**src/rtl/hazard_pkg.sv**
```systemverilog
// Shared defaults and sizing helpers for the register hazard scoreboard.
package hazard_pkg;

    localparam int DEF_REG_ADDR_W    = 4;
    localparam int DEF_LOAD_USE_DIST = 1;
    localparam int DEF_NO_FWD_DIST   = 2;
    localparam int DEF_CNT_W         = 16;

    // Width of a per-register pending counter: enough to hold the larger
    // of the two stall distances. Never narrower than one bit.
    function automatic int pend_width(input int load_use, input int no_fwd);
        int m;
        m = (load_use > no_fwd) ? load_use : no_fwd;
        if (m < 1) begin
            return 1;
        end
        return $clog2(m + 1);
    endfunction

endpackage

```
**src/rtl/scoreboard_entry.sv**
```systemverilog
// One register's pending-write down-counter. A load sets the distance to
// the producer's write-back; each advancing cycle counts it toward zero.
module scoreboard_entry #(
    parameter int PEND_W = 2
) (
    input  logic              clk,
    input  logic              rst,
    input  logic              load,
    input  logic [PEND_W-1:0] load_val,
    input  logic              dec,
    output logic              busy
);

    logic [PEND_W-1:0] pend;

    // Load has priority over decrement so a re-issue to the same register
    // restarts its distance instead of losing a cycle.
    always_ff @(posedge clk or posedge rst) begin
        if (rst) begin
            pend <= '0;
        end else if (load) begin
            pend <= load_val;
        end else if (dec && (pend != '0)) begin
            pend <= pend - 1'b1;
        end
    end

    assign busy = (pend != '0);

endmodule

```
**src/rtl/hazard_scoreboard.sv**
```systemverilog
// Read-after-write hazard scoreboard for a single-issue pipeline. Tracks
// how many cycles each register's producer still needs before a consumer
// in ID may read it, raises hazard to stall IF/ID, and counts stall cycles.
//
// Flow-control contract: an ID instruction (id_valid) moves on when
// pipe_adv=1 and hazard=0; hazard=1 holds it in ID and inserts a bubble;
// pipe_adv=0 freezes everything (no issue, no countdown, no stall count);
// flush discards the ID instruction without touching older entries.
module hazard_scoreboard
    import hazard_pkg::*;
#(
    parameter int REG_ADDR_W    = DEF_REG_ADDR_W,
    parameter int LOAD_USE_DIST = DEF_LOAD_USE_DIST,
    parameter int NO_FWD_DIST   = DEF_NO_FWD_DIST,
    parameter int CNT_W         = DEF_CNT_W
) (
    input  logic                     clk,
    input  logic                     rst,
    input  logic                     forward_en,
    input  logic                     id_valid,
    input  logic [REG_ADDR_W-1:0]    src1,
    input  logic [REG_ADDR_W-1:0]    src2,
    input  logic                     two_src,
    input  logic [REG_ADDR_W-1:0]    id_dest,
    input  logic                     id_wb_en,
    input  logic                     id_mem_r_en,
    input  logic                     pipe_adv,
    input  logic                     flush,
    input  logic                     cnt_clr,
    output logic                     hazard,
    output logic [2**REG_ADDR_W-1:0] busy,
    output logic [CNT_W-1:0]         stall_count
);

    localparam int NUM_REGS = 2 ** REG_ADDR_W;
    localparam int PEND_W   = pend_width(LOAD_USE_DIST, NO_FWD_DIST);

    logic              issue;
    logic [PEND_W-1:0] load_val;

    // Stall when a live ID instruction reads a register still pending.
    always_comb begin
        hazard = id_valid && !flush &&
                 (busy[src1] || (two_src && busy[src2]));
    end

    // An instruction issues only when it leaves ID this cycle and writes.
    always_comb begin
        issue = id_valid && !flush && !hazard && pipe_adv && id_wb_en;
    end

    // Distance the new producer imposes; with forwarding only loads stall.
    always_comb begin
        load_val = '0;
        if (!forward_en) begin
            load_val = PEND_W'(NO_FWD_DIST);
        end else if (id_mem_r_en) begin
            load_val = PEND_W'(LOAD_USE_DIST);
        end
    end

    for (genvar r = 0; r < NUM_REGS; r++) begin : g_entry
        scoreboard_entry #(
            .PEND_W(PEND_W)
        ) u_entry (
            .clk      (clk),
            .rst      (rst),
            .load     (issue && (id_dest == REG_ADDR_W'(r))),
            .load_val (load_val),
            .dec      (pipe_adv),
            .busy     (busy[r])
        );
    end

    // Saturating stall-cycle counter; clear beats increment.
    always_ff @(posedge clk or posedge rst) begin
        if (rst) begin
            stall_count <= '0;
        end else if (cnt_clr) begin
            stall_count <= '0;
        end else if (hazard && pipe_adv && !(&stall_count)) begin
            stall_count <= stall_count + 1'b1;
        end
    end

endmodule

```
**config.mk**
```make
export PLATFORM = sky130hd
export DESIGN_NAME = hazard_scoreboard
export DESIGN_NICKNAME = d
export VERILOG_FILES = /design/src/rtl/hazard_pkg.sv /design/src/rtl/scoreboard_entry.sv /design/src/rtl/hazard_scoreboard.sv
export SDC_FILE = /design/constraint.sdc
export NUM_CORES = 1
export LEC_CHECK = 0
export BUFFER_PORTS_ARGS = -buffer_cell sky130_fd_sc_hd__buf_4
export CORE_UTILIZATION = 56
export CTS_CLUSTER_SIZE = 14
export DETAILED_ROUTE_END_ITERATION = 16
export PLACE_DENSITY = 0.79
export SYNTH_ARGS = -nofsm -noshare
export SYNTH_HDL_FRONTEND = slang
export SYNTH_SLANG_ARGS = --single-unit
```
**constraint.sdc**
```tcl
create_clock -name clk -period 5.3 [get_ports clk]
set_input_delay 0.265 -clock clk [delete_from_list [all_inputs] [get_ports clk]]
set_output_delay 0.265 -clock clk [all_outputs]
set_load 0.02 [all_outputs]
```
Word level (Yosys, flattened, before mapping)
Index checks and enable logic that the tools add are counted.
{"block": "op_classes", "n_addsub": 17, "n_lt_le_gt_ge": 2, "eq_ne": 15, "mux": 40, "reduce_logical": 79}
{"operator": "$mux 2", "n": 33}
{"operator": "$reduce_bool 2->1", "n": 33}
{"operator": "$logic_and 1x1->1", "n": 40}
{"operator": "$eq 4x4->1 const B", "n": 8}
{"operator": "$mux 16", "n": 2}
{"operator": "$sub 2x1->2 const B", "n": 16}
{"operator": "$add 16x1->16 const B", "n": 1}
{"operator": "$eq 4x3->1 const B", "n": 4}
{"operator": "$reduce_and 16->1", "n": 1}
{"operator": "$lt 4x5->1 const B", "n": 2}
{"operator": "$bmux 1 s4", "n": 2}
{"operator": "$eq 4x2->1 const B", "n": 2}
{"operator": "$eq 4x1->1 const B", "n": 1}
{"operator": "$logic_not 4->1", "n": 1}
{"operator": "$logic_not 1->1", "n": 3}
{"operator": "$mux 1", "n": 3}
{"operator": "$logic_or 1x1->1", "n": 1}
{"block": "word_totals", "ff_bits": 48, "input_bits": 22, "out_inout_bits": 33, "word_cells": 170}

Depth between registers and ports, before layout
{"block": "depth", "ltp_word": 12, "ltp_mapped": 10, "ltp_nobuf": 8}

Hierarchy
Synthesis repeated with hierarchy kept, for this count alone.
{"block": "hier_totals", "hier_cells": 386, "area_unflattened_um2": 3673.5}
{"module": "scoreboard_entry", "instances": 16, "cells_per_inst": 14, "area_each_um2": 138.9, "seq_area_each_um2": 50.0}
{"module": "hazard_scoreboard", "instances": 1, "cells_per_inst": 162, "area_each_um2": 1451.4, "seq_area_each_um2": 400.4}

Worst setup path before layout
No wires, ideal clock.
{"block": "synth_path", "path_kind": "register -> output", "from": "register g_entry[15].u_entry.pend[0]", "to": "output port hazard", "t_arrival_ns": 2.391, "required_time_ns": 5.035, "path_slack_ns": 2.644, "path_stages_with_launch": 10, "path_cell_list": "dfrtp_1 -> inv_1 -> ha_1 -> mux4_2 -> mux2i_1 -> o221ai_2 -> and2_1 -> buf_2 -> buf_2 -> nor3b_1"}
{"block": "synth_via", "elab_chain_len": 6}
{"element": "start, declared", "line": "scoreboard_entry.sv:14", "source": "logic [PEND_W-1:0] pend;"}
{"element": "start signal, assigned", "line": "scoreboard_entry.sv:22", "source": "pend <= load_val;"}
{"element": "start signal, assigned", "line": "scoreboard_entry.sv:24", "source": "pend <= pend - 1'b1;"}
{"element": "$reduce_bool 2->1 (*)", "line": "scoreboard_entry.sv:28", "source": "assign busy = (pend != '0);"}
{"element": "$bmux 1 s4", "line": "hazard_scoreboard.sv:44", "source": "(busy[src1] || (two_src && busy[src2]));"}
{"element": "$mux 1 (implied by the code)", "line": "hazard_scoreboard.sv:44"}
{"element": "$logic_and 1x1->1", "line": "hazard_scoreboard.sv:44"}
{"element": "$logic_or 1x1->1 (*)", "line": "hazard_scoreboard.sv:44"}
{"element": "$logic_and 1x1->1 (*)", "line": "hazard_scoreboard.sv:43", "source": "hazard = id_valid && !flush &&"}
{"element": "end, declared", "line": "hazard_scoreboard.sv:30", "source": "output logic hazard,"}
Mark *: on every way between the ends. The rest lies on a longest branch, timed or not. The select of a mux whose other input is x is not followed.

Final worst setup path
{"block": "layout_path", "from": "register g_entry[0].u_entry.pend[0]", "to": "output port hazard"}
{"block": "layout_via", "elab_chain_len": 6}
{"element": "start, declared", "line": "scoreboard_entry.sv:14"}
{"element": "start signal, assigned", "line": "scoreboard_entry.sv:22"}
{"element": "start signal, assigned", "line": "scoreboard_entry.sv:24"}
{"element": "$reduce_bool 2->1 (*)", "line": "scoreboard_entry.sv:28"}
{"element": "$bmux 1 s4", "line": "hazard_scoreboard.sv:44"}
{"element": "$mux 1 (implied by the code)", "line": "hazard_scoreboard.sv:44"}
{"element": "$logic_and 1x1->1", "line": "hazard_scoreboard.sv:44"}
{"element": "$logic_or 1x1->1 (*)", "line": "hazard_scoreboard.sv:44"}
{"element": "$logic_and 1x1->1 (*)", "line": "hazard_scoreboard.sv:43"}
Marked as above.

==> key figures <==
Status
  – Run status: complete, no violations

Route
  – Vias: around 2.6k
  – DR iter-0 viols: 189
  – DRC Markers: 0
  – Via-per-instance ratio: 5.60
  – DR WL/cell: 15.9 µm
  – Routed Antenna Nets: 0
  – Final wirelength: between 7000 and 8000 µm
  – First-pass detailed-route iteration total: 4

Setup path
  – Setup CP Type: flip-flop to output port
  – CP startpoint kind: flip-flop
  – WP data arrival: around 2.7 ns
  – CP required: between 5 and 6 ns
  – Critical path capture point type: output port
  – Worst-path maximum fanout: 17

Logic synthesis
  – Seq/Total Area, Yosys: between 30% and 40%
  – Syn Nets: 400
  – Avg Cell Area, Syn: between 9 and 10 µm²
  – #FFs+latches synth: 48
  – Ys Warns: 0
  – Netlist cell types: 36
  – Synth Instances: roughly 360
  – Post-Synthesis Cell Area: roughly 3300 µm²

Timing
  – Final worst path period share: a little under three fifths
  – Rel. slew slack: around a third
  – Post-Route Setup TNS: 0 ns
  – Final Setup Violations: 0
  – RSZ-0062 raised after global routing: no
  – Pins Over Slew Limit: 0
  – Tmin final: around 3 ns
  – Max frequency: around 330 MHz
  – Number of hold violations in the final report: 0
  – Worst Tran Pin Value: between 1 and 1.5 ns
  – Worst clock skew: between 0.007 and 0.008 ns

Finish
  – Layout Nets: 433
  – Sequential Area: ~1200 µm²
  – Antenna cells: 0
  – Syn-to-layout area delta: 13.1%
  – Post-layout util: 67.3%
  – Layout cells sized above 1: roughly a fifth
  – Multi-input logic area: 1770 µm²
  – FILL cells: 465

Clocking
  – CTS tree: yes
  – Clock latency reported for the late side of the worst-skew pair: around 0.31 ns
  – Cts hold-fix bufs: 0
  – Clk sinks: 48
  – Clk pin slew, worst setup/hold paths: ~0.09 ns
  – Postcts setup bufs: 0
  – H-tree depth: 2
  – CTS max path bufs: 2
  – Post-CTS sizing: 0
  – CTS Root Cell: clkbuf_8
  – TritonCTS Buffers: 5

Power
  – Maximum vdd drop: around 0.00027 V
  – Power per cell area: around 480 nW/µm²
  – Leakage power: between 1.5 and 2 nW

Hold path
  – Class of the worst hold path: primary input to async pin

Floorplan
  – Initial core utilization: 59.5%
  – Core area: 5610 µm²
  – IO Count: 55
  – Die Height: just under 80 µm
  – Die X: slightly below 80 µm
  – Die area: around 6300 µm²
  – Row count: 27

Global route
  – Grt ovf: 0
  – Vias in the first global route: around 2.5k
  – First-pass GRT wire length: between 10000 and 15000 µm
  – Initial antenna violation count: 0
  – Pin count of the biggest net entering global routing: slightly below 50
  – GR Util All Layers: 25.4%

Placement
  – GP Congestion: 0.841
  – IO Port Bufs: 54
  – Detail Placement HPWL: ~5700 µm

Flow run
  – Max Cap Viol: 0
## final cells by class
type,count,share of cell area [%]
Multi-Input combinational cell,232,46.8
Clock buffer,5,1.82
Sequential cell,48,31.8
Timing Repair Buffer,54,10.7
Tap cell,72,2.39
Inverter,53,5.27
Clock inverter,3,1.13
## final timing paths
check	depth (start not counted)	slack (ns)	startpoint	end
max	8	2.29	g_entry[0].u_entry.pend[0]	hazard
min	2	0.20	rst	g_entry[4].u_entry.pend[1]
max reg2reg	8	2.52	g_entry[0].u_entry.pend[0]	stall_count[11]
min reg2reg	2	0.57	g_entry[3].u_entry.pend[1]	g_entry[3].u_entry.pend[1]
max in group asynchronous	2	4.47	rst	g_entry[15].u_entry.pend[1]
min in group clk	2	0.27	cnt_clr	stall_count[15]
## Yosys cell counts (all sizes together)
library cell,number,area (µm²)
a211oi,5,37.5
a21o,1,7.51
o22ai,1,6.26
nor4,1,6.26
or4,2,15.0
and3b,1,8.76
nand3,7,35.0
clkbuf,9,33.8
nand2,20,75.1
and2,5,31.3
nor2b,8,50.1
nor2,33,124
o221ai,1,15.0
or3,1,6.26
o21ai,3,15.0
mux2i,38,380
a31o,2,17.5
nand2b,2,12.5
and3,1,6.26
ha,17,213
o31ai,1,7.51
xnor2,23,201
inv,53,199
nand4,19,119
a2111oi,1,8.76
mux4,7,158
nand3b,1,7.51
buf,19,135
and4,4,35.0
nor3b,1,7.51
mux2,5,56.3
dfrtp,48,1200
a21oi,21,105
## per-layer routing
layer / wire length (µm) / global-route usage, %
met3: 380 / 2.99
met5: 0 / 0
met2: 3620 / 41.6
met1: 3300 / 34.5
met4: 107 / 9.45
## worst max-delay path: stages (launching register included)
cell and delay [ns]:
dfrtp_1 0.35, inv_1 0.07, ha_1 0.24, mux4_2 0.46, o22ai_1 0.20, o221ai_2 0.21
and2_1 0.41, nor3b_1 0.30, buf_4 0.19
## report_power, final
part | internal, mW | switching, mW | total, mW
combinational | 0.438 | 0.557 | 0.996
sequential | 0.494 | 0.0487 | 0.543
clock | 0.140 | 0.129 | 0.269
total | 1.07 | 0.735 | 1.81
## logic make-up after synthesis
family / count (synthesis) / synth area share (%)
simple gates: 106 / 16.2
flops: 48 / 36.0
fa+ha+maj: 17 / 6.37
xor+xnor: 23 / 6.04
buf+inv: 81 / 11.0
mux: 50 / 17.8
compound gates: 36 / 6.60
## sequential cells by signal, indices dropped and copies added (netlist names)
| name | count |
|---|---|
| g_entry.u_entry.pend | 32 |
| stall_count | 16 |
## per-stage QoR
step           std cells  instance area, µm²  hold WS (ns)  power [mW]  setup slack [ns]
4_1_cts              467                3770         0.241        1.82              2.33
3_5_place_dp         459                3660         0.551        1.55              2.55
6_report             467                3770         0.199        1.81              2.29
2_1_floorplan        361                3340         0.498        1.36              2.64
5_1_grt              467                3770         0.288        1.95              2.10
3_3_place_gp         459                3660         0.533        1.49              2.63
## cell usage in the layout, fill, tap and decap left out, types with 2 or more instances in the layout
cell type,count
mux4_2,7
nand2_1,20
xnor2_1,23
clkbuf_8,5
dfrtp_1,48
a211oi_1,5
and2_1,5
mux2_2,2
and4_1,4
nand3_1,7
buf_4,54
mux2i_1,38
nand2b_1,2
a21oi_1,21
nand4_1,19
o21ai_0,2
or4_1,2
mux2_1,3
ha_1,17
a31o_2,2
nor2b_1,8
inv_1,52
nor2_1,33
Note: power is estimated with default switching activity, not from simulation.
